**src/rtl/smult_seq.sv**
```systemverilog
// Scalar x 16-lane half-precision multiply on a 4-lane VMULT bank, 4 lanes per beat.
// Latency: 4 cycles from accepted start to done; start is ignored (not queued) while busy.

module VMULT (
    input  logic [15:0] A,
    input  logic [15:0] B,
    output logic [15:0] product,
    output logic        Overflow
);
    logic        sgn;
    logic [10:0] sig_a, sig_b;
    logic [5:0]  exp_a, exp_b;
    logic [21:0] prod;
    logic [4:0]  lead;
    logic [47:0] wide;
    logic [12:0] t;
    logic [11:0] mant;
    logic        sticky;
    int          e, s, base, r;

    // Exponent field 31 is treated as an ordinary finite exponent; anything that
    // rounds to 0x7c00 or above saturates to signed 0x7c00 and raises Overflow.
    always_comb begin
        sgn   = A[15] ^ B[15];
        sig_a = {|A[14:10], A[9:0]};
        sig_b = {|B[14:10], B[9:0]};
        exp_a = (A[14:10] == 5'd0) ? 6'd1 : {1'b0, A[14:10]};
        exp_b = (B[14:10] == 5'd0) ? 6'd1 : {1'b0, B[14:10]};
        prod  = sig_a * sig_b;
        lead  = 5'd0;
        for (int i = 0; i < 22; i++) begin
            if (prod[i]) lead = 5'(i);
        end
        e = int'(lead) + int'(exp_a) + int'(exp_b) - 35;
        // right shift that lands the leading one on bit 10, plus denormalisation
        s = int'(lead) - 10 + ((e < 1) ? (1 - e) : 0) + 16;
        if (s > 47) s = 47;
        wide   = {10'b0, prod, 16'b0};
        t      = 13'(wide >> (s - 1));
        sticky = |(wide & ((48'd1 << (s - 1)) - 48'd1));
        mant   = t[12:1] + {11'b0, t[0] & (sticky | t[1])};
        base   = (e >= 1) ? (e - 1) : 0;
        r      = base * 1024 + int'(mant);
        product  = {sgn, r[14:0]};
        Overflow = 1'b0;
        if (prod == 22'd0) begin
            product = {sgn, 15'h0000};
        end else if (r >= 31 * 1024) begin
            product  = {sgn, 15'h7c00};
            Overflow = 1'b1;
        end
    end
endmodule

module smult_seq (
    input  logic         clk,
    input  logic         rst,
    input  logic         start,
    input  logic [15:0]  scalar,
    input  logic [255:0] vecin,
    output logic         busy,
    output logic         done,
    output logic [255:0] product,
    output logic         Ovrflw
);
    typedef enum logic [1:0] {IDLE, MUL, DONE} state_t;

    state_t         state;
    logic [15:0]    scalar_q;
    logic [255:0]   vec_q;
    logic [191:0]   stage_q;
    logic           ov_q;
    logic [1:0]     beat;
    logic [63:0]    beat_prod;
    logic [3:0]     beat_ov;

    for (genvar k = 0; k < 4; k++) begin : g_mul
        VMULT u_vmult (
            .product  (beat_prod[16*k +: 16]),
            .Overflow (beat_ov[k]),
            .A        (scalar_q),
            .B        (vec_q[{beat, 2'(k), 4'b0000} +: 16])
        );
    end

    always_ff @(posedge clk) begin
        if (rst) begin
            state    <= IDLE;
            busy     <= 1'b0;
            done     <= 1'b0;
            product  <= '0;
            Ovrflw   <= 1'b0;
            beat     <= 2'd0;
            ov_q     <= 1'b0;
            stage_q  <= '0;
            scalar_q <= '0;
            vec_q    <= '0;
        end else begin
            case (state)
                IDLE, DONE: begin
                    done <= 1'b0;
                    if (start) begin
                        scalar_q <= scalar;
                        vec_q    <= vecin;
                        beat     <= 2'd0;
                        ov_q     <= 1'b0;
                        busy     <= 1'b1;
                        state    <= MUL;
                    end else begin
                        state <= IDLE;
                    end
                end
                MUL: begin
                    ov_q <= ov_q | (|beat_ov);
                    beat <= beat + 2'd1;
                    case (beat)
                        2'd0: stage_q[63:0]    <= beat_prod;
                        2'd1: stage_q[127:64]  <= beat_prod;
                        2'd2: stage_q[191:128] <= beat_prod;
                        default: begin
                            // last beat goes straight to the output, never through stage_q
                            product <= {beat_prod, stage_q};
                            Ovrflw  <= ov_q | (|beat_ov);
                            busy    <= 1'b0;
                            done    <= 1'b1;
                            state   <= DONE;
                        end
                    endcase
                end
                default: state <= IDLE;
            endcase
        end
    end
endmodule

```
**config.mk**
```make
export PLATFORM = sky130hd
export DESIGN_NAME = smult_seq
export DESIGN_NICKNAME = d
export VERILOG_FILES = /design/src/rtl/smult_seq.sv
export SDC_FILE = /design/constraint.sdc
export NUM_CORES = 2
export LEC_CHECK = 0
export BUFFER_PORTS_ARGS = -buffer_cell sky130_fd_sc_hd__buf_2
export CAP_MARGIN = 30
export CORE_UTILIZATION = 42
export CTS_CLUSTER_DIAMETER = 60
export DETAILED_ROUTE_END_ITERATION = 8
export SYNTH_ARGS = -nofsm -noshare
export SYNTH_HDL_FRONTEND = slang
export SYNTH_HIERARCHICAL = 1
export SYNTH_SLANG_ARGS = --single-unit
```
**constraint.sdc**
```tcl
create_clock -name clk -period 55.1 [get_ports clk]
set_input_delay 11.02 -clock clk [delete_from_list [all_inputs] [get_ports clk]]
set_output_delay 11.02 -clock clk [all_outputs]
set_load 0.005 [all_outputs]
```
Word-level counts from Yosys, hierarchy flattened
Cells that the tools add are included.
{"block": "totals", "register_bits": 728, "latch_bits": 0, "ramBits": 0, "romBits": 0, "output_inout_bits": 259, "elab_cells": 278, "memories": 0}
{"block": "op_classes", "n_addsub": 49, "mul": 4, "div": 0, "n_lt_le_gt_ge": 16, "n_eq_ne": 6, "n_shift": 12, "muxes": 129, "bitwise": 18, "n_reduce_logical": 32}
{"operator": "$shiftx A256 B9 Y16", "count": 4}
{"operator": "$mux W32", "count": 8}
{"operator": "$and A38 B48 Y48", "count": 4}
{"operator": "$reduce_or A48 Y1", "count": 4}
{"operator": "$shl A1 B32 Y48 const A", "count": 4}
{"operator": "$sub A48 B1 Y48 const B", "count": 4}
{"operator": "$shr A38 B32 Y13", "count": 4}
{"operator": "$mux W5", "count": 29}
{"operator": "$add A32 B13 Y32", "count": 4}
{"operator": "$add A32 B32 Y32", "count": 4}
{"operator": "$add A32 B6 Y32 const B", "count": 4}
{"operator": "$add A32 B7 Y32", "count": 4}
{"operator": "$ge A32 B16 Y1 const B", "count": 4}
{"operator": "$ge A32 B2 Y1 const B", "count": 4}
{"operator": "$gt A32 B7 Y1 const B", "count": 4}
{"operator": "$lt A32 B2 Y1 const B", "count": 4}
{"operator": "$mux W4", "count": 32}
{"operator": "$sub A2 B32 Y32 const A", "count": 4}
{"operator": "$sub A32 B2 Y32 const B", "count": 4}
{"operator": "$sub A32 B7 Y32 const B", "count": 4}
{"operator": "$mux W15", "count": 8}
{"operator": "$logic_not A22 Y1", "count": 4}
{"operator": "$mul A11 B11 Y22", "count": 4}
{"operator": "$mux W22", "count": 4}
{"operator": "other kinds (27)", "count": 109}

Longest topological paths before layout
{"block": "logic_depth", "ltp_word": 48, "mapped_depth": 90, "mapped_depth_nobuf": 81}

Cells and area by module
The synthesis kept the hierarchy.
{"module": "smult_seq", "instances": 1, "cells_each": 3245, "area_per_inst_um2": 26867.0, "seq_area_each_um2": 14574.0}
{"module": "VMULT (g_mul[3].u_vmult)", "instances": 1, "cells_each": 1257, "area_per_inst_um2": 9351.5, "seq_area_each_um2": 0.0}
{"module": "VMULT (g_mul[0].u_vmult)", "instances": 1, "cells_each": 1267, "area_per_inst_um2": 9296.4, "seq_area_each_um2": 0.0}
{"module": "VMULT (g_mul[1].u_vmult)", "instances": 1, "cells_each": 1212, "area_per_inst_um2": 9247.6, "seq_area_each_um2": 0.0}
{"module": "VMULT (g_mul[2].u_vmult)", "instances": 1, "cells_each": 1235, "area_per_inst_um2": 9232.6, "seq_area_each_um2": 0.0}

Worst setup path before layout
OpenSTA, ideal clock, no wires.
{"block": "synth_timing", "path_type": "reg2reg", "from": "reg beat[0]", "to": "reg Ovrflw", "arrival_time_ns": 19.723, "required_ns": 54.967, "path_slack_ns": 35.244, "stages_incl_launch_ff": 80, "path_buffers": 6, "path_cell_list": "dfxtp_1 > buf_4 > buf_4 > mux4_2 > or4_1 > nor2_1 > clkbuf_1 > nor2b_1 > fa_1 > inv_1 > fa_1 > fa_1 > fa_1 > inv_1 > fa_1 > ha_1 > a21o_1 > a211oi_1 > (+44 left out) > o21a_1 > a32oi_1 > nor3_1 > nand4_1 > nor4_1 > xnor2_1 > fa_1 > nand3_1 > nor2b_1 > nand3_1 > ha_1 > inv_1 > a2111oi_0 > o32a_1 > nor2_1 > or4_1 > nor2_1 > a211oi_1"}
{"block": "synth_between", "elab_chain_len": 46, "elab_cells_between_ends": 224, "classes_between": "add/sub (48); mul (4); order compare (16); eq/ne (2); shift (12); mux (108); bitwise (14); reduce/logical (20)"}
{"item": "start: declaration", "line_no": "73", "rtl": "logic [1:0] beat;"}
{"item": "start signal: assignment", "line_no": "115", "rtl": "beat <= beat + 2'd1;"}
{"item": "$shiftx A256 B9 Y16 *", "line_no": "82", "rtl": ".B (vec_q[{beat, 2'(k), 4'b0000} +: 16])"}
{"item": "$mul A11 B11 Y22", "line_no": "29", "rtl": "prod = sig_a * sig_b;"}
{"item": "$mux W1", "line_no": "32", "rtl": "if (prod[i]) lead = 5'(i);"}
{"item": "$mux W2 (2 in a row)", "line_no": "32"}
{"item": "$mux W3 (4 in a row)", "line_no": "32"}
{"item": "$mux W4 (8 in a row)", "line_no": "32"}
{"item": "$mux W5 (6 in a row)", "line_no": "32"}
{"item": "$add A5 B6 Y7", "line_no": "34", "rtl": "e = int'(lead) + int'(exp_a) + int'(exp_b) - 35;"}
{"item": "(+15 left out)"}
{"item": "$add A12 B1 Y12", "line_no": "41", "rtl": "mant = t[12:1] + {11'b0, t[0] & (sticky | t[1])};"}
{"item": "$add A32 B13 Y32", "line_no": "43", "rtl": "r = base * 1024 + int'(mant);"}
{"item": "$ge A32 B16 Y1", "line_no": "48", "rtl": "end else if (r >= 31 * 1024) begin"}
{"item": "$mux W1", "line_no": "48"}
{"item": "$mux W1 *", "line_no": "46", "rtl": "if (prod == 22'd0) begin"}
{"item": "via beat_ov[0]", "line_no": "75", "rtl": "logic [3:0] beat_ov;"}
{"item": "$reduce_or A4 Y1 *", "line_no": "123", "rtl": "Ovrflw <= ov_q | (|beat_ov);"}
{"item": "$or A1 B1 Y1 *", "line_no": "123"}
{"item": "end signal: assignment", "line_no": "123"}
{"item": "end: declaration", "line_no": "64", "rtl": "output logic Ovrflw"}
The timed path passes the listed nets; every way through them passes the cells marked *.
A chain may end at the register's enable or synchronous reset.

Worst setup path in the final report
{"block": "layout_timing", "from": "reg beat[0]", "to": "reg stage_q[103]"}
{"block": "layout_between", "elab_chain_len": 44, "elab_cells_between_ends": 56, "classes_between": "add/sub (12); mul (1); order compare (4); eq/ne (1); shift (3); mux (27); bitwise (3); reduce/logical (5)"}
{"item": "$shiftx A256 B9 Y16 *", "line_no": "82"}
{"item": "$mul A11 B11 Y22", "line_no": "29"}
{"item": "$mux W1", "line_no": "32"}
{"item": "$mux W2 (2 in a row)", "line_no": "32"}
{"item": "$mux W3 (4 in a row)", "line_no": "32"}
{"item": "$mux W4 (8 in a row)", "line_no": "32"}
{"item": "$mux W5 (6 in a row)", "line_no": "32"}
{"item": "$add A5 B5 Y6", "line_no": "34"}
{"item": "(+13 left out)"}
{"item": "$or A1 B1 Y1", "line_no": "41"}
{"item": "$and A1 B1 Y1", "line_no": "41"}
{"item": "$add A12 B1 Y12", "line_no": "41"}
{"item": "$add A32 B13 Y32", "line_no": "43"}
{"item": "$ge A32 B16 Y1", "line_no": "48"}
{"item": "$mux W15", "line_no": "48"}
{"item": "$mux W15 *", "line_no": "46"}
{"item": "via beat_prod[39]", "line_no": "74", "rtl": "logic [63:0] beat_prod;"}
{"item": "end signal: assignment", "line_no": "118", "rtl": "2'd1: stage_q[127:64] <= beat_prod;"}
{"item": "end: declaration", "line_no": "71", "rtl": "logic [191:0] stage_q;"}
Marks and branches as above.

==> run metrics <==
Yosys cell types=136; hold_buf cts=0; Synth Area in Simple Gates=23.69%; Final Core Density=46.73%; Iter 0 DRT Violations=4938; Ports=534; TritonCTS clock tree=yes; CTS clk-pin slew, worst paths=0.06 ns; Least-Margin Pin Slew=1.077 ns; yosys warns=6; Final Skew=0.07584 ns; cts repair resizes=0; via count=60668; Initial Util=42.53%; Crit Reg-Reg Endpoint=stage_q[103]$_SDFFE_PP0P_; FF-to-FF setup slack=30.46 ns; crit path capture type=flop; Setup Buffers After CTS=0; final wirelength=231.6 mm; total grt overflow=0; clk_lat worst skew=0.73 ns; Layout area overhead=9.875%; setup TNS=0 ns; die height=392.3 um; global-route wire length before repair=354.5 mm; max-slew violations=0; type of the worst setup path=flop to flop; Post-synth EDFFs=0; highest routed layer=met5; Post-synth ARST share=0%; WP depth=80; Tmin final=24.64 ns; Cells after Synth=8216; MaxCap Viol Count=0; DRC viols=0; Synth Area in XOR/XNOR=2.939%; vias in the first global route=58701; CP Max Fanout=31; CTS root buffer=clkbuf_16; largest net degree at the start of global routing=215; met1 wire length=102.0 mm; num rows=142; mux cell area share after synthesis=5.416%; htree depth=3; CP max-delay cell=mux4_2; initial antenna violation count=16; gp weighted congestion=0.9579; RSZ-0062 raised after global routing=no; share of layout cells above drive strength 1=12.57%; Seq/Total Area, Yosys=22.77%; clk buf depth=3; compound-gate portion of the synthesized area=18.24%; main combinational cell family by area after synthesis=simple AND/OR/NAND/NOR gates; Critical Path Start Type=flop; Die Width=392.3 um; Max Clock Freq=40.59 MHz; Final Cycle Share=44.71%; Post-synth top flop=dfxtp_1; Crit path arrival time=25.26 ns; HP Class=flop to flop; post-route ant nets=0; DR WL met3=15.89 mm; synthesized area=64000 um2; Worst setup startpoint=beat[0]$_SDFFE_PP0P_; gr usage total=29.53%; TritonRoute pass-1 iters=6; core area=150500 um2; final setup fails=0; CTS buffer count=84; CP Buf/Inv Count=9; Syn Area/Cell=7.789 um2; Final Hold Vio Count=0; Clock Sinks=728; Hold Slack=0.4330 ns; WL met2=105.8 mm; crit-path leading delay family=simple AND/OR/NAND/NOR gates; slowest stage delay, CP=0.68 ns; Mapped Nets=9267; HPWL after DPL=175.1 mm; reg2reg path depth=80; relative slew slack=28.21%; r2r startpoint=beat[0]$_SDFFE_PP0P_; CP required=55.72 ns; IO buf count=533; FILL cells=15289; status=completed; post-DR wirelength/cell=21.99 um; Yosys reg bits=728; post-DR vias/cell=5.760; CP Capture Point=stage_q[103]$_SDFFE_PP0P_; full die area=153900 um2; Adder-Cell Fraction of Synth Area=19.25%; Nets=9494
==> area by class of cell <==
type / count / area [um2] / area share, %
clock buffer: 111 / 2323 / 3.304
clock inverter: 38 / 444.2 / 0.6317
multi-input combinational: 6391 / 44570 / 63.38
timing repair buffer: 642 / 3610 / 5.134
tap: 2016 / 2522 / 3.587
inverter: 596 / 2238 / 3.183
antenna: 10 / 25.02 / 0.03559
sequential: 728 / 14580 / 20.74
==> layout by cell type, fill, tap and decap left out, types with 62 or more instances in the layout <==
cell type  Yosys  final
nand2_1     1847   1847
a21oi_1     1006   1005
dfxtp_1      728    725
inv_1        587    587
buf_2        125    535
ha_1         428    428
nor2_1       360    358
fa_1         348    348
and2_1       332    332
o21ai_0      209    209
nor3_1       157    157
xnor2_1      129    129
nand3_1      125    125
nor2b_1      104    104
buf_4         32     98
mux2i_1       95     95
mux4_2        92     92
clkbuf_16      0     84
xor2_1        82     82
a21o_1        62     62
==> worst min path at each step <==
stage | startpoint | cells after the start | to
floorplan | stage_q[0]$_SDFFE_PP0P_ | 2 | product[0]$_SDFFE_PP0P_
global placement | stage_q[54]$_SDFFE_PP0P_ | 2 | product[54]$_SDFFE_PP0P_
detailed placement | stage_q[11]$_SDFFE_PP0P_ | 2 | product[11]$_SDFFE_PP0P_
CTS | stage_q[188]$_SDFFE_PP0P_ | 2 | product[188]$_SDFFE_PP0P_
global route | stage_q[168]$_SDFFE_PP0P_ | 2 | product[168]$_SDFFE_PP0P_
finish | stage_q[122]$_SDFFE_PP0P_ | 2 | product[122]$_SDFFE_PP0P_
==> synthesized netlist by cell type, types with 95 or more instances <==
cell / instances / area [um2]
inv_1: 587 / 2203
nor2b_1: 104 / 650.6
fa_1: 348 / 6967
a21oi_1: 1006 / 5035
xnor2_1: 129 / 1130
nor2_1: 360 / 1351
and2_1: 332 / 2077
ha_1: 428 / 5355
buf_2: 125 / 625.6
dfxtp_1: 728 / 14570
nand3_1: 125 / 625.6
mux2i_1: 95 / 950.9
nand2_1: 1847 / 6933
clkbuf_1: 267 / 1002
o21ai_0: 209 / 1046
nor3_1: 157 / 785.8
==> worst register-to-register path, delay by kind of cell, from the launching register on <==
family,cells,cell delay (ns)
AO/OA/AOI/OAI,21,4.58
XOR/XNOR,4,1.42
adder cells (fa/ha/maj),18,6.83
buffers and inverters,9,2.33
flip-flops,1,0.57
multiplexers,3,1.59
AND/OR/NAND/NOR,25,7.30
==> metrics by stage <==
step	std cells	setup WS [ns]	cell area, um2
2_1_floorplan	8216	35.24	64000
3_3_place_gp	10363	31.26	67360
5_1_grt	10524	28.78	70290
3_5_place_dp	10370	30.54	67460
6_report	10532	30.46	70310
4_1_cts	10519	30.55	70230
==> cells by family after synthesis <==
| group | Yosys count |
|---|---|
| simple gates | 3294 |
| compound gates | 1886 |
| buf+inv | 1097 |
| fa+ha+maj | 776 |
| flops | 728 |
| mux | 222 |
| xor+xnor | 213 |
==> flip-flops by register name (all words and copies together), names as in the netlist <==
name,cells
busy,1
vec_q,256
stage_q,192
scalar_q,16
product,256
state,2
Ovrflw,1
beat,2
ov_q,1
done,1
==> routing by layer <==
layer | vias up | global-route usage, %
met2 | 2200 | 47.58
met3 | 342 | 3.928
met4 | 12 | 10.50
met5 | - | 0
met1 | 29650 | 40.29
li1 | 28464 | -
Power is left out: the tool's default activity adds up to more than one toggle a clock period on the data nets, which glitch-free logic cannot reach.
